===== config.mk =====
export PLATFORM = sky130hd
export DESIGN_NAME = id_fwd_stage
export DESIGN_NICKNAME = d
export VERILOG_FILES = /design/src/rtl/mips_pkg.sv /design/src/rtl/id_operand_fwd.sv /design/src/rtl/id_fwd_stage.sv
export SDC_FILE = /design/constraint.sdc
export NUM_CORES = 1
export LEC_CHECK = 0
export ABC_AREA = 1
export BUFFER_PORTS_ARGS = -buffer_cell sky130_fd_sc_hd__buf_2
export CORE_UTILIZATION = 30
export DETAILED_ROUTE_END_ITERATION = 7
export SLEW_MARGIN = 20
export SYNTH_ARGS = -nofsm -noshare
export SYNTH_HDL_FRONTEND = slang
export SYNTH_SLANG_ARGS = --single-unit

===== constraint.sdc =====
create_clock -name clk -period 4.4 [get_ports clk]
set_input_delay 0.22 -clock clk [delete_from_list [all_inputs] [get_ports clk]]
set_output_delay 0.22 -clock clk [all_outputs]
set_load 0.05 [all_outputs]

===== src/rtl/mips_pkg.sv =====
// Shared MIPS decode constants, ALU/memory op codes, forwarding-bus layout
// and the ID/EX payload type used by the decode stage.
package mips_pkg;

  localparam logic [5:0] OP_RTYPE = 6'h00;
  localparam logic [5:0] OP_J     = 6'h02;
  localparam logic [5:0] OP_JAL   = 6'h03;
  localparam logic [5:0] OP_BEQ   = 6'h04;
  localparam logic [5:0] OP_BNE   = 6'h05;
  localparam logic [5:0] OP_ADDIU = 6'h09;
  localparam logic [5:0] OP_SLTI  = 6'h0A;
  localparam logic [5:0] OP_ANDI  = 6'h0C;
  localparam logic [5:0] OP_ORI   = 6'h0D;
  localparam logic [5:0] OP_XORI  = 6'h0E;
  localparam logic [5:0] OP_LUI   = 6'h0F;
  localparam logic [5:0] OP_LW    = 6'h23;
  localparam logic [5:0] OP_SW    = 6'h2B;

  localparam logic [5:0] FN_SLL  = 6'h00;
  localparam logic [5:0] FN_SRL  = 6'h02;
  localparam logic [5:0] FN_JR   = 6'h08;
  localparam logic [5:0] FN_ADDU = 6'h21;
  localparam logic [5:0] FN_SUBU = 6'h23;
  localparam logic [5:0] FN_AND  = 6'h24;
  localparam logic [5:0] FN_OR   = 6'h25;
  localparam logic [5:0] FN_XOR  = 6'h26;
  localparam logic [5:0] FN_SLT  = 6'h2A;

  typedef enum logic [3:0] {
    ALU_NOP = 4'h0,
    ALU_ADD = 4'h1,
    ALU_SUB = 4'h2,
    ALU_AND = 4'h3,
    ALU_OR  = 4'h4,
    ALU_XOR = 4'h5,
    ALU_SLT = 4'h6,
    ALU_SLL = 4'h7,
    ALU_SRL = 4'h8
  } alu_op_e;

  typedef enum logic [1:0] {
    MEMOP_NONE = 2'b00,
    MEMOP_LW   = 2'b01,
    MEMOP_SW   = 2'b10
  } mem_op_e;

  // EX bus: {we, is_load, waddr[4:0], wdata[31:0]}; MEM bus: {we, waddr[4:0], wdata[31:0]}
  localparam int EX_FWD_WE    = 38;
  localparam int EX_FWD_LOAD  = 37;
  localparam int EX_FWD_ADDR  = 32;
  localparam int MEM_FWD_WE   = 37;
  localparam int MEM_FWD_ADDR = 32;

  typedef struct packed {
    logic        valid;
    alu_op_e     aluop;
    logic [31:0] op1;
    logic [31:0] op2;
    logic        we;
    logic [4:0]  waddr;
    mem_op_e     memop;
    logic [31:0] store_data;
    logic        illegal;
  } id_ex_t;

  function automatic alu_op_e funct_to_aluop(input logic [5:0] funct);
    case (funct)
      FN_ADDU: return ALU_ADD;
      FN_SUBU: return ALU_SUB;
      FN_AND:  return ALU_AND;
      FN_OR:   return ALU_OR;
      FN_XOR:  return ALU_XOR;
      FN_SLT:  return ALU_SLT;
      FN_SLL:  return ALU_SLL;
      FN_SRL:  return ALU_SRL;
      default: return ALU_NOP;
    endcase
  endfunction

endpackage


===== src/rtl/id_operand_fwd.sv =====
// Selects one source operand: $0, then EX result (non-load), then MEM result,
// then the register file.
module id_operand_fwd (
  input  logic [4:0]  addr,
  input  logic [31:0] rf_data,
  input  logic [38:0] ex_fwd,
  input  logic [37:0] mem_fwd,
  output logic [31:0] value
);
  import mips_pkg::*;

  always_comb begin
    if (addr == 5'd0)
      value = 32'd0;
    else if (ex_fwd[EX_FWD_WE] && !ex_fwd[EX_FWD_LOAD] && (ex_fwd[EX_FWD_ADDR +: 5] == addr))
      value = ex_fwd[31:0];
    else if (mem_fwd[MEM_FWD_WE] && (mem_fwd[MEM_FWD_ADDR +: 5] == addr))
      value = mem_fwd[31:0];
    else
      value = rf_data;
  end

endmodule


===== src/rtl/id_fwd_stage.sv =====
// Decode stage: operand forwarding, load-use detection, branch resolution in ID
// and the ID/EX pipeline register.
module id_fwd_stage #(
  parameter int STALL_W    = 6,
  parameter int STAGE      = 2,
  parameter bit DELAY_SLOT = 1'b1
) (
  input  logic               clk,
  input  logic               rstn,
  input  logic [STALL_W-1:0] stall,
  input  logic               flush,
  input  logic               id_valid_i,
  input  logic [31:0]        id_inst_i,
  input  logic [31:0]        id_pc_i,
  output logic [9:0]         rf_raddr_o,
  input  logic [63:0]        rf_rdata_i,
  input  logic [38:0]        ex_fwd_i,
  input  logic [37:0]        mem_fwd_i,
  output logic               stall_req_o,
  output logic               br_taken_o,
  output logic [31:0]        br_target_o,
  output logic               if_flush_o,
  output logic               ex_valid_o,
  output logic [3:0]         ex_aluop_o,
  output logic [31:0]        ex_op1_o,
  output logic [31:0]        ex_op2_o,
  output logic               ex_we_o,
  output logic [4:0]         ex_waddr_o,
  output logic [1:0]         ex_memop_o,
  output logic [31:0]        ex_store_data_o,
  output logic               ex_illegal_o
);
  import mips_pkg::*;

  logic [5:0]  opcode, funct;
  logic [4:0]  rs, rt, rd;
  logic [31:0] imm_sext, imm_zext, pc_plus4, pc_plus8, rs_val, rt_val;
  logic [4:0]  ex_waddr;
  logic        uses_rs, uses_rt, is_beq, is_bne, is_jimm, is_jr, br_cond;
  logic        unused_stall;
  id_ex_t      dec, ex_q;

  assign opcode   = id_inst_i[31:26];
  assign rs       = id_inst_i[25:21];
  assign rt       = id_inst_i[20:16];
  assign rd       = id_inst_i[15:11];
  assign funct    = id_inst_i[5:0];
  assign imm_sext = {{16{id_inst_i[15]}}, id_inst_i[15:0]};
  assign imm_zext = {16'd0, id_inst_i[15:0]};
  assign pc_plus4 = id_pc_i + 32'd4;
  assign pc_plus8 = id_pc_i + 32'd8;
  assign ex_waddr = ex_fwd_i[EX_FWD_ADDR +: 5];
  assign unused_stall = ^stall;

  assign rf_raddr_o = {rt, rs};

  id_operand_fwd u_fwd_rs (
    .addr(rs), .rf_data(rf_rdata_i[31:0]), .ex_fwd(ex_fwd_i), .mem_fwd(mem_fwd_i), .value(rs_val)
  );

  id_operand_fwd u_fwd_rt (
    .addr(rt), .rf_data(rf_rdata_i[63:32]), .ex_fwd(ex_fwd_i), .mem_fwd(mem_fwd_i), .value(rt_val)
  );

  always_comb begin
    dec       = '0;
    dec.valid = 1'b1;
    uses_rs   = 1'b0;
    uses_rt   = 1'b0;
    is_beq    = 1'b0;
    is_bne    = 1'b0;
    is_jimm   = 1'b0;
    is_jr     = 1'b0;
    case (opcode)
      OP_RTYPE: begin
        case (funct)
          FN_ADDU, FN_SUBU, FN_AND, FN_OR, FN_XOR, FN_SLT: begin
            uses_rs = 1'b1; uses_rt = 1'b1;
            dec.op1 = rs_val; dec.op2 = rt_val;
            dec.we  = 1'b1; dec.waddr = rd; dec.aluop = funct_to_aluop(funct);
          end
          FN_SLL, FN_SRL: begin
            uses_rt = 1'b1;
            dec.op1 = {27'd0, id_inst_i[10:6]}; dec.op2 = rt_val;
            dec.we  = 1'b1; dec.waddr = rd; dec.aluop = funct_to_aluop(funct);
          end
          FN_JR: begin
            uses_rs = 1'b1; is_jr = 1'b1;
          end
          default: dec.illegal = 1'b1;
        endcase
      end
      OP_ADDIU, OP_SLTI, OP_ANDI, OP_ORI, OP_XORI: begin
        uses_rs   = 1'b1;
        dec.op1   = rs_val;
        dec.op2   = (opcode == OP_ADDIU || opcode == OP_SLTI) ? imm_sext : imm_zext;
        dec.we    = 1'b1;
        dec.waddr = rt;
        case (opcode)
          OP_ADDIU: dec.aluop = ALU_ADD;
          OP_SLTI:  dec.aluop = ALU_SLT;
          OP_ANDI:  dec.aluop = ALU_AND;
          OP_ORI:   dec.aluop = ALU_OR;
          default:  dec.aluop = ALU_XOR;
        endcase
      end
      OP_LUI: begin
        dec.op2 = {id_inst_i[15:0], 16'd0}; dec.aluop = ALU_OR;
        dec.we  = 1'b1; dec.waddr = rt;
      end
      OP_LW: begin
        uses_rs = 1'b1;
        dec.op1 = rs_val; dec.op2 = imm_sext; dec.aluop = ALU_ADD;
        dec.we  = 1'b1; dec.waddr = rt; dec.memop = MEMOP_LW;
      end
      OP_SW: begin
        uses_rs = 1'b1; uses_rt = 1'b1;
        dec.op1 = rs_val; dec.op2 = imm_sext; dec.aluop = ALU_ADD;
        dec.memop = MEMOP_SW; dec.store_data = rt_val;
      end
      OP_BEQ, OP_BNE: begin
        uses_rs = 1'b1; uses_rt = 1'b1;
        is_beq  = (opcode == OP_BEQ);
        is_bne  = (opcode == OP_BNE);
        dec.op1 = rs_val; dec.op2 = imm_sext;
      end
      OP_J: is_jimm = 1'b1;
      OP_JAL: begin
        is_jimm = 1'b1;
        dec.we  = 1'b1; dec.waddr = 5'd31; dec.aluop = ALU_ADD;
        dec.op1 = DELAY_SLOT ? pc_plus8 : pc_plus4;
      end
      default: dec.illegal = 1'b1;
    endcase
  end

  // A load still in EX cannot forward yet, so any real reader of its target waits a cycle.
  assign stall_req_o = id_valid_i && ex_fwd_i[EX_FWD_WE] && ex_fwd_i[EX_FWD_LOAD] &&
                       (ex_waddr != 5'd0) &&
                       ((uses_rs && (ex_waddr == rs)) || (uses_rt && (ex_waddr == rt)));

  always_comb begin
    br_cond     = 1'b0;
    br_target_o = pc_plus4 + (imm_sext << 2);
    if (is_beq) begin
      br_cond = (rs_val == rt_val);
    end else if (is_bne) begin
      br_cond = (rs_val != rt_val);
    end else if (is_jimm) begin
      br_cond     = 1'b1;
      br_target_o = {pc_plus4[31:28], id_inst_i[25:0], 2'b00};
    end else if (is_jr) begin
      br_cond     = 1'b1;
      br_target_o = rs_val;
    end
  end

  assign br_taken_o = id_valid_i && !stall_req_o && !stall[STAGE] && br_cond;
  assign if_flush_o = DELAY_SLOT ? 1'b0 : br_taken_o;

  always_ff @(posedge clk or negedge rstn) begin
    if (!rstn)
      ex_q <= '0;
    else if (flush)
      ex_q <= '0;
    else if (stall[STAGE] && stall[STAGE+1])
      ex_q <= ex_q;
    else if (stall[STAGE] || stall_req_o || !id_valid_i)
      ex_q <= '0;
    else
      ex_q <= dec;
  end

  assign ex_valid_o      = ex_q.valid;
  assign ex_aluop_o      = ex_q.aluop;
  assign ex_op1_o        = ex_q.op1;
  assign ex_op2_o        = ex_q.op2;
  assign ex_we_o         = ex_q.we;
  assign ex_waddr_o      = ex_q.waddr;
  assign ex_memop_o      = ex_q.memop;
  assign ex_store_data_o = ex_q.store_data;
  assign ex_illegal_o    = ex_q.illegal;

endmodule


==> flow_summary.yaml, run 1 <==
floorplan:
  io_pins: 370
  die_height_um: 203
  die_w_um: 203
  die_area_sq_um: 41400
  rows: 73
  core-area_sq_um: 39900
  initial_utilization_pct: 30.5
setup_path:
  max_stage_delay_ps: 360
  startpoint_type: "primary input"
  cp_data_required_time_ps: 4180
  reg2reg_depth: 2
  worst_setup_path_end_kind: "output pin"
  cp_slowest_cell: "nor2_1"
  path_buf_inv: 3
  crit_cells: 18
  critPathKind: "in2out"
  cp_common_cell: "nor2_1"
  cp_top_family: "simple AND/OR/NAND/NOR gates"
  critPathMaxFanout: 6
  cp.arrival_ps: 3870
  path_cells: "buf_2, ha_1, nand2_1, nor2_1, inv_1, nor2_1, nand3_1, nor2_1, xor2_1, ha_1, a21oi_1, o21ai_0, a21oi_1, o211ai_1, or2_2, nand3_1, o221ai_1, buf_2"
clock_tree:
  clkTransAtPathRegs_ps: 80
  clkLatencyLatePin_ps: 360
  post_cts_buffers: 0
  cts_buffers: 9
  cts_max_level: 3
  numClockSinks: 110
  root_buffer: "clkbuf_16"
  clock_path_buffers: 2
  cts_tree: "built"
layout:
  fin_area_sq_um: 15100
  drive_gt1_share_pct: 21.3
  post-route-util_pct: 37.8
  syn_to_final_growth_pct: 23.9
  num-nets-final: 2664
power_and_ir_drop:
  vdd_drop_max_v: 0.000185
  power.leakage_nw: 8.59
  power.density_nw_per_um2: 225
run:
  drv_cap: 0
synthesis:
  yosysMostFrequentCell: "nand2_1"
  synthMuxAreaShare_pct: 0
  yosys.area_share.adder_pct: 3.76
  synth_top_cell_area_share_pct: 23.2
  yosys.area.top_type: "nand2_1"
  synth_seq_cells: 110
  synth_area_sq_um: 12200
  synth_nets: 2322
  ys_warn_count: 0
  synthSimpleGateAreaFrac_pct: 40.5
  synth_compound_area_share_pct: 18.3
  synth-seq-area-share_pct: 22.6
  synth_area_leaders: "nand2_1 (23%), dfrtp_1 (23%), inv_1 (6.4%)"
  synth.avg_cell_area_sq_um: 5.88
  async_flop_share_pct: 100
  synth_ff_type: "dfrtp_1"
  synth_top_family_by_area: "simple AND/OR/NAND/NOR gates"
  synth-edff-count: 0
  netlist_instances: 2071
  netlist-cell-type-count: 47
  synth_commonest_cells: "nand2_1 (754), inv_1 (206), nor2_1 (197)"
  yosys.area_share.xor_xnor_pct: 3.74
timing:
  setup_violations: 0
  post-route-period-util_pct: 92.9
  rsz0062_at_grt: "no"
  max_freq_mhz: 245
  hold_violations: 0
  setup_tns_ps: 0
  max_slew_margin_pct: 37.2
  finalClockSkew_ps: 0
  finalCriticalPeriod_ps: 4090
  drv_slew: 0
  worst_slew_pin_slew_ps: 936
global_routing:
  grt_pass1_vias: 14600
  grt_pass1_wl_um: 89100
  global_route.usage.total_pct: 28.7
  antenna_found_initial: 3
  grt_start_max_net_pins: 53
  grt_overflow: 0
detailed_routing:
  wirelength_um: 60400
  firstDrtPassIters: 6
  drc: 0
  vias_per_cell: 5.27
  drtAntennaViolNets: 0
  vias: 15500
  drt-initial-drc-count: 1444
  wl_per_cell_um: 20.5
hold_path:
  hold_class: "in2reg"
  holdPathStages: 2
place:
  place_area_sq_um: 14700
  numPortBuffers: 364
  hpwl_um: 50000
  place.gp.congestion: 0.984
status:
  outcome: "finished clean"
==> state kept, by name, summed over array words and instances, names as in the netlist <==
name and flops:
ex_op1_o 32, ex_op2_o 32, ex_store_data_o 32, ex_waddr_o 5, ex_aluop_o 4, ex_memop_o 2
ex_illegal_o 1, ex_valid_o 1, ex_we_o 1
==> area by class of cell <==
type / instances / area [sq um]
Sequential cell: 110 / 2750
Tap cell: 525 / 657
Clock buffer: 9 / 225
Timing Repair Buffer: 433 / 2400
Inverter: 221 / 830
Antenna cell: 2 / 5.00
Multi-Input combinational cell: 1638 / 8120
Fill cell: 4478 / 24800
Clock inverter: 7 / 91.3
==> cells by family (layout without fill, tap and decap cells) <==
| kind of cell | after synthesis | after routing |
|---|---|---|
| AO/OA/AOI/OAI | 372 | 372 |
| XOR/XNOR | 52 | 52 |
| adder cells (fa/ha/maj) | 36 | 36 |
| buffers and inverters | 323 | 670 |
| flip-flops | 110 | 110 |
| other | 1 | 3 |
| AND/OR/NAND/NOR | 1177 | 1177 |
==> per-layer routing <==
layer / global-route usage [%] / up-vias / part of all wire [%]
met5: 0 / - / 0.022
met4: 11.9 / 2 / 4.0
met3: 3.13 / 97 / 7.2
met2: 45.9 / 713 / 45
met1: 39.3 / 7230 / 44
li1: - / 7467 / -
==> stage by stage <==
step	cells	worst slack (ps)	hold slack (ps)	power, mW
floorplan	2071	648	-75.6	1.94
global placement	2926	211	286	2.49
detailed placement	2926	284	289	2.50
CTS	2943	278	96.8	3.39
global route	2944	0.999	133	3.55
finish	2945	313	108	3.39
==> report_power, final <==
group / total, mW / leakage (nW) / internal [mW] / switching (mW)
Clock: 0.887 / 0.155 / 0.417 / 0.469
Sequential: 1.02 / 1.53 / 1.02 / 0.00466
Combinational: 1.48 / 6.90 / 0.417 / 1.07
==> final timing paths <==
| path | start | end | slack (ps) |
|---|---|---|---|
| max in group asynchronous | rstn | ex_store_data_o[24] | 3080 |
| hold reg to reg | ex_op1_o[1] | ex_op1_o[1] | 480 |
| setup / recovery | id_pc_i[4] | br_target_o[26] | 310 |
| hold / removal | flush | ex_valid_o | 110 |
| min in group asynchronous | rstn | ex_op1_o[28] | 410 |
| setup reg to reg | ex_store_data_o[1] | ex_store_data_o[1] | 3700 |
==> placed cells by master (no fill, tap or decap), types with 16 or more instances in the layout <==
cell type,count
a21oi_1,70
buf_2,359
buf_4,69
dfrtp_1,110
ha_1,35
inv_1,205
nand2_1,753
nand2_2,16
nand3_1,92
nand4_1,56
nor2_1,194
nor3_1,16
o211ai_1,42
o21ai_0,123
o21ai_1,42
o221ai_1,41
o22ai_1,28
xor2_1,36
==> worst reg2reg max path: cells and delay by family (launching register included) <==
family / cells / cell delay, ps
AND/OR/NAND/NOR: 1 / 70
AO/OA/AOI/OAI: 1 / 90
flip-flops: 1 / 410
==> repair_timing <==
item,in CTS,in global routing
hold endpoints to repair,50,0
gates resized for setup,0,15
hold buffers,1,0
setup endpoints to repair,0,7
(Power assumes the default switching activity.)
==> run 2, diff against run 1 <==
--- a/config.mk
+++ b/config.mk
@@ -7,8 +7,11 @@
 export LEC_CHECK = 0
 export ABC_AREA = 1
 export BUFFER_PORTS_ARGS = -buffer_cell sky130_fd_sc_hd__buf_2
+export CELL_PAD_IN_SITES_DETAIL_PLACEMENT = 1
+export CELL_PAD_IN_SITES_GLOBAL_PLACEMENT = 1
 export CORE_UTILIZATION = 30
 export DETAILED_ROUTE_END_ITERATION = 7
+export PLACE_DENSITY_LB_ADDON = 0.1
 export SLEW_MARGIN = 20
 export SYNTH_ARGS = -nofsm -noshare
 export SYNTH_HDL_FRONTEND = slang
==> run 2 against run 1 <==
Effect of this change:
- clock power grew 3.2%
- via count grew 0.80%
- sequential share of layout area is essentially flat
- non-clock buffer count grew 1
- worst setup slack lost 52 ps
- cell area grew 0.12%
- power grew 1.7%
- clock skew is the same
- critical path depth grew 4
- critical endpoint unchanged
- largest power group unchanged
==> flow_summary.yaml, run 2 (synthesis results as in run 1) <==
power_and_ir_drop:
  power.leakage_nw: 8.60
  power.density_nw_per_um2: 228
  vdd_drop_max_v: 0.000200
  power_mw: 3.45
detailed_routing:
  drc: 0
  drt-initial-drc-count: 1056
  wirelength_um: 65100
  vias_per_cell: 5.31
  wl_per_cell_um: 22.1
  drtAntennaViolNets: 0
  vias: 15600
  firstDrtPassIters: 5
setup_path:
  startpoint_type: "primary input"
  reg2reg_depth: 2
  worst_setup_path_end_kind: "output pin"
  reg2reg_slack_ps: 3700
  path_cells: "buf_2, ha_2, nand2_1, nor2_2, inv_1, nor2_1, inv_1, nor4_2, buf_4, inv_1, nor2_2, nand2_1, xor2_1, ha_1, a21oi_1, o21ai_0, a21oi_1, o211ai_1, or2_2, nand3_1, o221ai_1, buf_2"
  cp_data_required_time_ps: 4180
  cp_slowest_cell: "or2_2"
  cp.arrival_ps: 3920
  cp_common_cell: "inv_1"
  critPathKind: "in2out"
  critPathMaxFanout: 4
  max_stage_delay_ps: 320
layout:
  syn_to_final_growth_pct: 24.0
  instances_no_fill: 2946
  final_common_cell: "nand2_1"
  layout_common_cells: "nand2_1 (754), buf_2 (361), inv_1 (205), nor2_1 (192), o21ai_0 (121)"
  drive_gt1_share_pct: 21.2
  num-nets-final: 2665
  post-route-util_pct: 37.8
  fin_area_sq_um: 15100
floorplan:
  die_w_um: 203
  core-area_sq_um: 39900
  io_pins: 370
  die_area_sq_um: 41400
  die_height_um: 203
  initial_utilization_pct: 30.5
  rows: 73
hold_path:
  holdPathStages: 2
  hold_class: "in2reg"
timing:
  finalCriticalPeriod_ps: 4140
  whs_ps: 79.5
  hold_violations: 0
  post-route-period-util_pct: 94.1
  drv_slew: 0
  timing.final.ws_setup_ps: 262
  worst_slew_pin_slew_ps: 1090
  setup_tns_ps: 0
  rsz0062_at_grt: "no"
  setup_violations: 0
  finalClockSkew_ps: 0
  max_freq_mhz: 242
  max_slew_margin_pct: 26.9
place:
  place.gp.congestion: 0.937
  hpwl_um: 53200
  numPortBuffers: 364
  dp_cells: 2926
  pre_cts_ws_ps: 122
  place_area_sq_um: 14700
global_routing:
  antenna_found_initial: 3
  grt_start_max_net_pins: 111
  grt_overflow: 0
  grt_pass1_vias: 15500
  grt_pass1_wl_um: 96900
  global_route.usage.total_pct: 31.4
clock_tree:
  clkLatencyLatePin_ps: 400
  cts_buffers: 9
  clock_path_buffers: 2
  cts_tree: "built"
  cts_max_level: 3
  numClockSinks: 110
  clkTransAtPathRegs_ps: 80
  root_buffer: "clkbuf_16"
run:
  drv_cap: 0
status:
  outcome: "finished clean"
[run 2: where the power goes]
| part | leakage, nW | internal, mW | switching (mW) | total, mW |
|---|---|---|---|---|
| clock network | 0.156 | 0.420 | 0.495 | 0.915 |
| registers | 1.53 | 1.02 | 0.00478 | 1.02 |
| logic | 6.91 | 0.423 | 1.09 | 1.51 |
| total | 8.60 | 1.86 | 1.59 | 3.45 |
[run 2: layer usage]
| layer | wire [um] | GRT usage, % |
|---|---|---|
| met5 | 0 | 0 |
| met3 | 3360 | 3.40 |
| met2 | 29900 | 50.6 |
| met4 | 1920 | 10.7 |
| met1 | 30000 | 43.3 |
[run 2: final timing paths]
path | from | to
min reg2reg | ex_op2_o[2] | ex_op2_o[2]
max reg2reg | ex_store_data_o[29] | ex_store_data_o[29]
min | flush | ex_valid_o
max in group asynchronous | rstn | ex_op1_o[27]
min in group asynchronous | rstn | ex_store_data_o[17]
max | id_pc_i[3] | br_target_o[26]
[run 2: cell type report]
type                            instances  area (sq um)
Clock inverter                          7          96.3
Tap cell                              525           657
Sequential cell                       110          2750
Timing Repair Buffer                  434          2430
Multi-Input combinational cell       1638          8110
Clock buffer                            9           225
Antenna cell                            2          5.00
Inverter                              221           830
Fill cell                            5492         24800
[run 2: critical path: cells and delay by family]
family	cells	cell delay, ps
fa+ha+maj	2	500
buf+inv	6	790
xor+xnor	1	230
compound gates	5	900
simple gates	8	1280
[run 2: repair_timing]
action                                  4_1_cts  5_1_grt
hold buffers                                  1        0
buffers inserted                              0        1
gates resized for setup                       0       15
endpoints found under the setup margin        0       10
endpoints found under the hold margin        48        0
==> run 3, diff against run 2 <==
--- a/config.mk
+++ b/config.mk
@@ -9,6 +9,7 @@
 export BUFFER_PORTS_ARGS = -buffer_cell sky130_fd_sc_hd__buf_2
 export CELL_PAD_IN_SITES_DETAIL_PLACEMENT = 1
 export CELL_PAD_IN_SITES_GLOBAL_PLACEMENT = 1
+export CORE_ASPECT_RATIO = 0.9
 export CORE_UTILIZATION = 30
 export DETAILED_ROUTE_END_ITERATION = 7
 export PLACE_DENSITY_LB_ADDON = 0.1
==> run 3 against run 2 <==
Effect of this change:
- register-to-register slack got worse by 40 ps
- sequential share of layout area decreased by 0.23 points
- clock power decreased by 2%
- global-route usage increased by 0.28 points
- largest power group unchanged
- critical endpoint is now br_target_o[31]
- sequential power about the same
- via count increased by 0.59%
- power increased by 0.36%
==> flow_summary.yaml, run 3 (synthesis results as in run 1) <==
place:
  dp_cells: 2958
  numPortBuffers: 364
  hpwl_um: 54100
  place.gp.congestion: 0.932
layout:
  num-nets-final: 2689
  final.fill_count: 5466
  syn_to_final_growth_pct: 25.6
  final_common_cell: "nand2_1"
  layout_common_cells: "nand2_1 (754), buf_2 (360), inv_1 (204), nor2_1 (191), o21ai_0 (124)"
  post-route-util_pct: 38.5
  drive_gt1_share_pct: 22.2
  instances_no_fill: 2977
hold_path:
  hold_class: "in2reg"
  hold_path.startpoint: "flush"
setup_path:
  cp_top_family: "simple AND/OR/NAND/NOR gates"
  cp_data_required_time_ps: 4180
  critPathKind: "in2out"
  startpoint_type: "primary input"
  critPathMaxFanout: 4
  worst_setup_path_end_kind: "output pin"
  r2r-start: "ex_store_data_o[0]"
  path_buf_inv: 6
  cp_slowest_cell: "ha_2"
  critPathLaunch: "id_pc_i[3]"
  max_stage_delay_ps: 330
  cp.arrival_ps: 3870
global_routing:
  busiest_layer: "met2"
  grt_start_max_net_pins: 71
  grt_pass1_wl_um: 98500
  met1_usage_pct: 43.9
  grt_util_met3_pct: 4.13
  use_met2_pct: 51.0
  antenna_found_initial: 2
  global_route.usage.total_pct: 31.6
  grt_pass1_vias: 15900
  grt_overflow: 0
detailed_routing:
  drc: 0
  firstDrtPassIters: 5
  vias_per_cell: 5.28
  vias: 15700
  wirelength_um: 66100
  wl_per_cell_um: 22.2
  drt-initial-drc-count: 1222
  drtAntennaViolNets: 0
timing:
  post-route-period-util_pct: 93.0
  finalCriticalPeriod_ps: 4090
  setup_tns_ps: 0
  max_slew_margin_pct: 31.7
  max_freq_mhz: 244
  rsz0062_at_grt: "no"
  setup_violations: 0
  finalClockSkew_ps: 0
  drv_slew: 0
  worst_slew_pin_slew_ps: 1010
  hold_violations: 0
  whs_ps: 87.2
clock_tree:
  post_cts_buffers: 0
  cts_tree: "built"
  numClockSinks: 110
  cts_max_level: 3
  root_buffer: "clkbuf_16"
  cts_buffers: 9
  clkTransAtPathRegs_ps: 80
  clkLatencyLatePin_ps: 390
  clock_path_buffers: 2
power_and_ir_drop:
  p_sw_share_pct: 45.8
  power.density_nw_per_um2: 226
  switchingPower_mw: 1.59
  power_mw: 3.46
  p_seq_share_pct: 29.5
  intPower_mw: 1.88
  clock_power_share_pct: 26.0
  power.leakage_nw: 8.70
  vdd_drop_max_v: 0.000210
  pwr-share-comb_pct: 44.5
floorplan:
  die_height_um: 193
  io_pins: 370
  initial_utilization_pct: 30.7
  core-area_sq_um: 39700
  die_w_um: 214
  rows: 69
  die_area_sq_um: 41400
status:
  outcome: "finished clean"
run:
  drv_cap: 0
-- run 3: cell count changes in the layout (fill, tap and decap cells not counted), moves of 2 or more --
cell,previous run,this run
o21ai_0,121,124
buf_6,2,0
inv_6,1,3
inv_8,2,0
buf_4,64,91
o21ai_1,45,41
-- run 3: timing repair --
item,CTS,global route
endpoints found under the hold margin,40,0
gates resized for setup,2,13
setup endpoints to repair,1,9
pin swaps,0,2
hold buffers,1,0
-- run 3: final timing paths --
check | cells past startpoint | slack, ps | end
worst max register to register | 2 | 3660 | ex_store_data_o[0]
max in group asynchronous | 3 | 3140 | ex_op1_o[25]
worst min register to register | 2 | 480 | ex_op1_o[19]
worst max-delay path | 25 | 310 | br_target_o[31]
min in group asynchronous | 3 | 440 | ex_store_data_o[10]
worst min-delay path | 2 | 90 | ex_valid_o
-- run 3: worst reg2reg max path, cell delays in order, from the launching register on --
cell     delay (ps)
dfrtp_1         420
nand2_1          90
o21ai_0         110
-- run 3: power by group through the flow --
| stage | Combinational, mW | Clock [mW] | Sequential (mW) |
|---|---|---|---|
| 3_3_place_gp | 1.50 | 0 | 1.04 |
| 6_report | 1.54 | 0.899 | 1.02 |
| 4_1_cts | 1.52 | 0.917 | 1.02 |
| 2_1_floorplan | 0.869 | 0 | 1.07 |
| 3_5_place_dp | 1.52 | 0 | 1.04 |
| 5_1_grt | 1.65 | 0.953 | 1.02 |
-- run 3: cell type report --
class                   count  area (sq um)  share of cell area, %
multi-input cells        1638          8140                   53.2
flip-flops and latches    110          2750                   18.0
repair buffers            458          2590                   16.9
inverters                 221           830                   5.42
well taps                 532           666                   4.35
clock buffers               9           225                   1.47
clock inverters             7          91.3                  0.597
diodes                      2          5.00                 0.0327
-- run 3: routing by layer --
metal,vias to the layer above,part of all wire [%]
li1,7511,-
met1,7634,46
met2,497,45
met3,84,5.9
met4,0,3.0
met5,-,0
-- run 3: stage by stage --
step	area (sq um)	worst slack [ps]
finish	15300	306
global route	15300	19.0
CTS	15200	50.9
detailed placement	14900	-48.4
global placement	14900	125
floorplan	12200	648
